==> config.mk <==
export PLATFORM = sky130hd
export DESIGN_NAME = shift_engine
export DESIGN_NICKNAME = d
export VERILOG_FILES = /design/src/rtl/shift_pkg.sv /design/src/rtl/shift_step.sv /design/src/rtl/shift_engine.sv
export SDC_FILE = /design/constraint.sdc
export NUM_CORES = 1
export LEC_CHECK = 0
export CAP_MARGIN = 20
export CORE_MARGIN = 2
export CORE_UTILIZATION = 40
export CTS_BUF_LIST = sky130_fd_sc_hd__clkbuf_8
export DETAILED_ROUTE_END_ITERATION = 7
export GPL_TIMING_DRIVEN = 0
export HOLD_SLACK_MARGIN = 0.03
export PLACE_DENSITY = 0.63
export SYNTH_ARGS = -nofsm -noshare
export SYNTH_HDL_FRONTEND = slang
export SYNTH_SLANG_ARGS = --single-unit
==> constraint.sdc <==
create_clock -name clk -period 2.42 [get_ports clk]
set_input_delay 0.484 -clock clk [delete_from_list [all_inputs] [get_ports clk]]
set_output_delay 0.484 -clock clk [all_outputs]
set_load 0.005 [all_outputs]
==> src/rtl/shift_pkg.sv <==
// Shared opcodes, FSM encoding and op classification for the shift engine.
package shift_pkg;

  localparam int unsigned OP_W = 3;

  localparam logic [OP_W-1:0] OP_NOP  = 3'b000;
  localparam logic [OP_W-1:0] OP_SHR  = 3'b001;
  localparam logic [OP_W-1:0] OP_SHL  = 3'b010;
  localparam logic [OP_W-1:0] OP_SAR  = 3'b011;
  localparam logic [OP_W-1:0] OP_ROR  = 3'b100;
  localparam logic [OP_W-1:0] OP_ROL  = 3'b101;
  localparam logic [OP_W-1:0] OP_LOAD = 3'b110;
  localparam logic [OP_W-1:0] OP_CLR  = 3'b111;

  typedef enum logic {
    ST_IDLE  = 1'b0,
    ST_SHIFT = 1'b1
  } state_t;

  // True for the ops that run as a multi-cycle burst of one-bit steps.
  function automatic logic is_shift_op(input logic [OP_W-1:0] op);
    return (op == OP_SHR) || (op == OP_SHL) || (op == OP_SAR) ||
           (op == OP_ROR) || (op == OP_ROL);
  endfunction

endpackage

==> src/rtl/shift_step.sv <==
// Combinational one-bit shift/rotate step; non-shift ops pass data through.
module shift_step
  import shift_pkg::*;
#(
  parameter int unsigned WIDTH = 8
) (
  input  logic [OP_W-1:0]  op,
  input  logic [WIDTH-1:0] data,
  input  logic             msb_in,
  input  logic             lsb_in,
  output logic [WIDTH-1:0] next_data_c
);

  // Select the single-step result for the latched op.
  always_comb begin
    next_data_c = data;
    case (op)
      OP_SHR:  next_data_c = {msb_in, data[WIDTH-1:1]};
      OP_SHL:  next_data_c = {data[WIDTH-2:0], lsb_in};
      OP_SAR:  next_data_c = {data[WIDTH-1], data[WIDTH-1:1]};
      OP_ROR:  next_data_c = {data[0], data[WIDTH-1:1]};
      OP_ROL:  next_data_c = {data[WIDTH-2:0], data[WIDTH-1]};
      default: next_data_c = data;
    endcase
  end

endmodule

==> src/rtl/shift_engine.sv <==
// Multi-mode shift register with command handshake and per-command burst count.
module shift_engine
  import shift_pkg::*;
#(
  parameter int unsigned WIDTH = 8,
  parameter int unsigned CNT_W = 8
) (
  input  logic             clk,
  input  logic             reset,
  input  logic             cmd_valid,
  output logic             cmd_ready,
  input  logic [OP_W-1:0]  cmd_op,
  input  logic [CNT_W-1:0] cmd_count,
  input  logic             msb_in,
  input  logic             lsb_in,
  input  logic [WIDTH-1:0] p_in,
  output logic [WIDTH-1:0] p_out,
  output logic             busy,
  output logic             done
);

  state_t           state_q, state_d;
  logic [WIDTH-1:0] data_q, data_d;
  logic [CNT_W-1:0] rem_q, rem_d;
  logic [OP_W-1:0]  op_q, op_d;
  logic             done_q, done_d;
  logic [WIDTH-1:0] step_data_c;
  logic             accept_c;
  logic             last_step_c;

  assign busy      = (state_q == ST_SHIFT);
  assign cmd_ready = ~busy;
  assign p_out     = data_q;
  assign done      = done_q;

  assign accept_c    = cmd_valid && cmd_ready;
  assign last_step_c = (rem_q == CNT_W'(1));

  shift_step #(
    .WIDTH(WIDTH)
  ) u_step (
    .op          (op_q),
    .data        (data_q),
    .msb_in      (msb_in),
    .lsb_in      (lsb_in),
    .next_data_c (step_data_c)
  );

  // FSM state register.
  always_ff @(posedge clk) begin
    if (reset) begin
      state_q <= ST_IDLE;
    end else begin
      state_q <= state_d;
    end
  end

  // Next state: enter SHIFT on a non-zero burst, leave after the last step.
  always_comb begin
    state_d = state_q;
    case (state_q)
      ST_IDLE: begin
        if (accept_c && is_shift_op(cmd_op) && (cmd_count != '0)) begin
          state_d = ST_SHIFT;
        end
      end
      ST_SHIFT: begin
        if (last_step_c) begin
          state_d = ST_IDLE;
        end
      end
      default: state_d = ST_IDLE;
    endcase
  end

  // Datapath next values: immediate ops at accept, one step per SHIFT cycle.
  always_comb begin
    data_d = data_q;
    rem_d  = rem_q;
    op_d   = op_q;
    done_d = 1'b0;
    case (state_q)
      ST_IDLE: begin
        if (accept_c) begin
          case (cmd_op)
            OP_LOAD: begin
              data_d = p_in;
              done_d = 1'b1;
            end
            OP_CLR: begin
              data_d = '0;
              done_d = 1'b1;
            end
            OP_NOP: begin
              done_d = 1'b1;
            end
            default: begin
              if (cmd_count == '0) begin
                done_d = 1'b1;
              end else begin
                op_d  = cmd_op;
                rem_d = cmd_count;
              end
            end
          endcase
        end
      end
      ST_SHIFT: begin
        data_d = step_data_c;
        rem_d  = rem_q - CNT_W'(1);
        done_d = last_step_c;
      end
      default: begin
        done_d = 1'b0;
      end
    endcase
  end

  // Datapath and done registers; reset aborts any burst without a done pulse.
  always_ff @(posedge clk) begin
    if (reset) begin
      data_q <= '0;
      rem_q  <= '0;
      op_q   <= OP_NOP;
      done_q <= 1'b0;
    end else begin
      data_q <= data_d;
      rem_q  <= rem_d;
      op_q   <= op_d;
      done_q <= done_d;
    end
  end

endmodule

==> metrics.md, run 1 <==
| Metric | Value |
|---|---|
| Final setup vio count | `0` |
| First-pass GRT wire length | `approximately 6.4 mm` |
| Leakage | `0.597 nW` |
| Area Overhead vs Synth | `29.8%` |
| RR Startpoint | `busy` |
| Initial DRC Count | `71` |
| Synthesized flop and latch total | `21` |
| Ys async rst share | `0%` |
| Synth Area in Adders | `1.76%` |
| RSZ-0062 raised after global routing | `no` |
| # clock sinks | `21` |
| CP max-delay cell | `clkdlybuf4s50_1` |
| Synth Area in Simple Gates | `24.6%` |
| Crit path time final | `2.03 ns` |
| Die area | `4050 sq um` |
| Fillers | `333` |
| Hold Fails Final Rpt | `0` |
| Post-synthesis cell area | `1420 sq um` |
| Gpl congestion | `0.850` |
| DR WL/cell | `around 16 microns` |
| Post-synth EDFFs | `0` |
| HP Start | `rem_q[1]` |
| XOR/XNOR Fraction of Synth Area | `1.85%` |
| DRC viols | `0` |
| Mux cell area share after synthesis | `6.34%` |
| Share of the synthesized area in the top cell type | `29.6%` |
| Clk root buf | `clkbuf_8` |
| Post-Syn Area per Cell | `slightly below 9 sq um` |
| Max FO, Critical Path | `8` |
| Worst EP arrival | `1.54 ns` |
| Input/output buffers | `32` |
| Via density | `5.57` |
| Fmax achieved | `493 MHz` |
| Post-layout util | `54.9%` |
| Post-synthesis compound-gate area fraction | `30.6%` |
| Post-route design area | `1850 sq um` |
| Worst-Margin Slew | `about 0.81 ns` |
| Post-synthesis sequential area ratio | `29.6%` |
| Initial Utilization | `42.3%` |
| R2R Path End | `p_out[3]` |
| Worst relative slew slack | `46.0%` |
| Num ports | `35` |
| 1st-pass router iterations | `4` |
| DP Wirelength | `2.86 mm` |
| R2R Setup Slk | `0.72 ns` |
| Count of cell types in the netlist | `45` |
| CP required | `around 1.9 ns` |
| Crit path largest cell delay | `roughly 0.56 ns` |
| Overall Global Routing Usage | `between 10% and 20%` |
| Dpl cell area | `roughly 1800 sq um` |
| CP startpoint kind | `flip-flop` |
| Most frequent cells in the layout | `32 x clkdlybuf4s50_1, 21 x dfxtp_1, 20 x nand2_1, 13 x a21oi_1, 11 x nor2_1` |
| Core ar. | `between 3000 and 4000 sq um` |
| Cell count of the worst reg-to-reg path | `5` |
| Hold Buf Count CTS | `0` |
| Final Slew Violations | `0` |
| Pin count of the biggest net entering global routing | `13` |
| Total Neg Setup Slack | `0 ns` |
| Antenna-violating nets left | `0` |
| Hold EP | `rem_q[1]` |
| Setup Skew | `between 0.0015 and 0.002 ns` |
| Vias in the first global route | `1324` |
| Yosys warning count | `0` |
| Worst-path clk slew | `0.08 ns` |
| Grt total ovfl | `0` |
| H-tree depth | `1` |
| Mapped Cells | `160` |
| Hold crit path type | `flip-flop to flip-flop` |
| Status | `completed` |
| Cell breakdown of the critical path | `buf_2 -> inv_1 -> clkdlybuf4s50_1` |
| ANT cells | `0` |
| Site row count | `21` |
| DR vias | `1347` |
| Share of cells above drive strength 1 | `a little under a fifth` |
| Clock buffer depth | `2` |
| PD cells | `about 530 nW/um^2` |
| Setup crit end kind | `primary output` |
| Final net count | `around 220` |
| Setup CP Type | `flip-flop to primary output` |
| Resize count post-CTS | `0` |
| Hold Path Cell Cnt | `2` |
| Largest cells by area after synthesis | `dfxtp_1 30%, a311oi_2 7.4%, nand2_1 5.3%, mux2_2 4.8%, a21oi_1 4.6%` |
| Largest family of logic cells by synthesized area | `compound AO/OA/AOI/OAI gates` |
| Synthesized net count | `186` |
| Skew-Pair Late Insertion Delay | `0.26 ns` |
| Commonest non-fill, non-tap cell in the layout | `clkdlybuf4s50_1` |
| Worst VDD drop | `0.000309 V` |
| Tcrit/Tclk final | `83.8%` |
| CTS buffer count | `3` |
| Die Span X | `63.6 microns` |
| Synth Flop Type | `dfxtp_1` |
| Maxcap violations | `0` |
| TritonCTS clock tree | `built` |
| Cell taking the most area after synthesis | `dfxtp_1` |
| Total Wirelength | `3.75 mm` |
| Die height | `roughly 64 microns` |
| Initial antenna violation count | `0` |
| # Post-CTS Setup Buffers | `0` |
worst max path at each step:
stage | start | endpoint | slack (ns) | cells after the start
CTS | busy | cmd_ready | 0.41 | 3
global route | busy | cmd_ready | 0.34 | 3
detailed placement | cmd_count[5] | rem_q[5] | 0.19 | 5
global placement | cmd_count[5] | rem_q[5] | 0.21 | 5
floorplan | cmd_op[2] | rem_q[5] | 0.80 | 4
finish | busy | cmd_ready | 0.39 | 3
layer usage:
metal	part of all wire, %	GRT usage, %	up-vias	routed length, microns
met5	0	0	-	0
met4	0.48	3.80	0	18
met3	3.9	3.57	2	146
met2	47	33.7	23	1780
met1	48	26.5	644	1810
li1	-	-	678	-
cells in the mapped netlist (all sizes together), types with 5 or more instances:
master,count
a21oi,14
a311oi,8
buf,6
dfxtp,21
inv,5
mux2,6
nand2,20
nand2b,5
nand3,8
nor2,11
nor3,5
o21ai,6
state kept, by name, summed over array words and instances (netlist names):
signal  count
busy        1
rem_q       8
op_q        3
done        1
p_out       8
cells by family (layout without fill, tap and decap cells):
| family | count (synthesis) | after routing |
|---|---|---|
| adder cells (fa/ha/maj) | 2 | 2 |
| AO/OA/AOI/OAI | 50 | 50 |
| flip-flops | 21 | 21 |
| multiplexers | 7 | 7 |
| AND/OR/NAND/NOR | 62 | 62 |
| XOR/XNOR | 3 | 3 |
| buffers and inverters | 15 | 51 |
stage by stage:
stage | cells | power [mW] | hold slack [ns] | worst slack, ns
finish | 242 | 0.975 | 0.520 | 0.393
global placement | 238 | 0.732 | 0.490 | 0.206
CTS | 242 | 0.978 | 0.519 | 0.408
global route | 242 | 1.03 | 0.554 | 0.343
detailed placement | 238 | 0.741 | 0.510 | 0.194
floorplan | 160 | 0.617 | 0.469 | 0.804
critical path, delay by kind of cell, from the launching register on:
family   cells  cell delay, ns
buf+inv      3            0.96
flops        1            0.32
power by group:
group	switching, mW	leakage (nW)	internal, mW
clock network	0.125	0.0255	0.115
registers	0.0348	0.173	0.379
logic	0.162	0.398	0.159
final cells by class:
type                    instances  area, sq um  share of cell area [%]
multi-input cells             124          926                    50.2
plain buffers                  10         56.3                    3.05
clock inverters                 1         5.00                   0.271
flip-flops and latches         21          420                    22.8
inverters                       5         18.8                    1.02
clock buffers                   3         41.3                    2.24
repair buffers                 32          320                    17.4
well taps                      46         57.6                    3.12
Note: power is estimated with default switching activity, not from simulation.
==> run 2: changes to the inputs <==
==> constraint.sdc (replaced) <==
create_clock -name clk -period 1.9 [get_ports clk]
set_input_delay 0.38 -clock clk [delete_from_list [all_inputs] [get_ports clk]]
set_output_delay 0.38 -clock clk [all_outputs]
set_load 0.005 [all_outputs]
==> run 2 against run 1 <==
Routed wire length is 1.1% higher. Sequential share of layout area is 0.44 points lower. Clock skew hardly changed. Critical path depth stayed put. Core utilization is 1.1 points higher. Count of clock-buffer cells in the layout stayed put. Critical path type unchanged. Largest power group unchanged.
==> metrics.md, run 2 (synthesis gave the netlist of run 1 again) <==
| Metric | Value |
|---|---|
| H-tree depth | `1` |
| Setup Skew | `between 0.0015 and 0.002 ns` |
| DRC viols | `0` |
| ANT cells | `0` |
| Part of the power in registers | `a little over two fifths` |
| 1st-pass router iterations | `4` |
| Internal power | `841 uW` |
| Met3 usage | `under 10%` |
| Hold Slack | `0.441 ns` |
| Worst VDD drop | `about 0.00040 V` |
| # clock sinks | `21` |
| DR WL/cell | `15.4 microns` |
| Core ar. | `between 3000 and 4000 sq um` |
| Final net count | `227` |
| Skew-Pair Late Insertion Delay | `0.26 ns` |
| Most frequent cells in the layout | `32 x clkdlybuf4s50_1, 21 x dfxtp_1, 20 x nand2_1, 13 x a21oi_1, 11 x nor2_1` |
| CTS buffer count | `3` |
| Overall Global Routing Usage | `19.9%` |
| DP Wirelength | `2.86 mm` |
| Antenna-violating nets left | `0` |
| Gpl congestion | `0.850` |
| Num ports | `35` |
| Share of cells above drive strength 1 | `20.5%` |
| Status | `completed` |
| Hold crit path type | `primary input to flip-flop` |
| Leakage | `slightly above 0.6 nW` |
| Area Overhead vs Synth | `32.4%` |
| Die height | `63.6 microns` |
| Maxcap violations | `0` |
| Max FO, Critical Path | `8` |
| Crit path time final | `1.82 ns` |
| Hold Buf Count CTS | `0` |
| Via density | `5.57` |
| Initial DRC Count | `80` |
| Clock buffer depth | `2` |
| Hold EP | `op_q[1]` |
| Hold Fails Final Rpt | `0` |
| Total Neg Setup Slack | `0 ns` |
| Worst EP arrival | `between 1 and 1.5 ns` |
| TritonCTS clock tree | `built` |
| Final Slew Violations | `0` |
| Cell count of the worst reg-to-reg path | `5` |
| Psw | `417 uW` |
| Hold Path Cell Cnt | `3` |
| Vias in the first global route | `around 1300` |
| First-pass GRT wire length | `6.41 mm` |
| Initial Utilization | `42.3%` |
| Site row count | `21` |
| M1 GR Usage | `26.5%` |
| Top Usage Layer GRT | `met2` |
| Fmax achieved | `548 MHz` |
| Gate power share | `approximately a third` |
| Sw frac | `between 30% and 40%` |
| Worst-path clk slew | `around 0.080 ns` |
| Die area | `~4000 sq um` |
| Die Span X | `63.6 microns` |
| RSZ-0062 raised after global routing | `no` |
| CP startpoint kind | `flip-flop` |
| Input/output buffers | `32` |
| DR vias | `1370` |
| Worst relative slew slack | `between 40% and 50%` |
| Worst-Margin Slew | `0.793 ns` |
| GRT met2 Usage | `between 30 and 40%` |
| Pin count of the biggest net entering global routing | `13` |
| RR Startpoint | `busy` |
| HP Start | `cmd_op[1]` |
| Setup CP Type | `flip-flop to primary output` |
| R2R Path End | `p_out[3]` |
| Setup crit end kind | `primary output` |
| PD cells | `669 nW/um^2` |
| Clk network pwr share | `24.4%` |
| R2R Setup Slk | `0.21 ns` |
| Initial antenna violation count | `0` |
| Commonest non-fill, non-tap cell in the layout | `clkdlybuf4s50_1` |
| Total Wirelength | `between 3 and 4 mm` |
| Total power | `around 1.3 mW` |
| Final setup vio count | `0` |
| CP required | `1.52 ns` |
| Grt total ovfl | `0` |
| Clk root buf | `clkbuf_8` |
| Tcrit/Tclk final | `between 90% and 100%` |
[run 2: changes by cell type in the layout (fill, tap and decap cells not counted)]
| cell | before | now |
|---|---|---|
| clkbuf_4 | 0 | 1 |
| buf_2 | 3 | 2 |
| buf_4 | 0 | 4 |
| clkinvlp_4 | 0 | 1 |
| inv_1 | 5 | 4 |
[run 2: what timing repair did]
action / 4_1_cts / 5_1_grt
setup endpoints to repair: 1 / 2
resized for setup: 1 / 1
buffers inserted: 0 / 4
pin swaps: 0 / 2
cloned: 0 / 0
[run 2: layout make-up]
| class | instances | area (sq um) |
|---|---|---|
| Timing Repair Buffer | 36 | 350 |
| Clock buffer | 3 | 41.3 |
| Multi-Input combinational cell | 124 | 926 |
| Tap cell | 46 | 57.6 |
| Inverter | 5 | 22.5 |
| Sequential cell | 21 | 420 |
| Clock inverter | 1 | 5.00 |
| Buffer | 10 | 58.8 |
| Fill cell | 324 | 1480 |
[run 2: worst max-delay path, stage by stage (launching register included)]
cell	delay [ns]
dfxtp_1	0.34
clkbuf_4	0.20
clkinvlp_4	0.17
clkdlybuf4s50_1	0.48
[run 2: worst max path at each step]
stage,start,endpoint,slack [ns]
2_1_floorplan,cmd_op[2],rem_q[5],0.39
4_1_cts,busy,cmd_ready,0.01
3_3_place_gp,cmd_count[5],rem_q[5],-0.21
6_report,busy,cmd_ready,0.08
5_1_grt,busy,cmd_ready,0.009
3_5_place_dp,cmd_count[5],rem_q[5],-0.22
[run 2: metrics by stage]
stage	util, %	cells	area, sq um	setup slack [ns]
6_report	56.0	246	1880	0.0759
5_1_grt	56.0	246	1880	0.00936
4_1_cts	55.0	242	1850	0.00998
3_5_place_dp	53.5	238	1800	-0.222
3_3_place_gp	53.5	238	1800	-0.210
2_1_floorplan	-	160	1420	0.388
[run 2: per-layer routing]
layer / vias to the layer above / routed length [microns]
met5: - / 0
met2: 35 / 1820
met4: 0 / 18
li1: 687 / -
met3: 2 / 209
met1: 646 / 1750
[run 2: power by group through the flow]
stage / clock [mW] / combinational, mW / sequential (mW)
3_5_place_dp: 0 / 0.407 / 0.536
3_3_place_gp: 0 / 0.398 / 0.535
2_1_floorplan: 0 / 0.258 / 0.528
5_1_grt: 0.331 / 0.465 / 0.535
4_1_cts: 0.311 / 0.410 / 0.526
6_report: 0.307 / 0.424 / 0.527
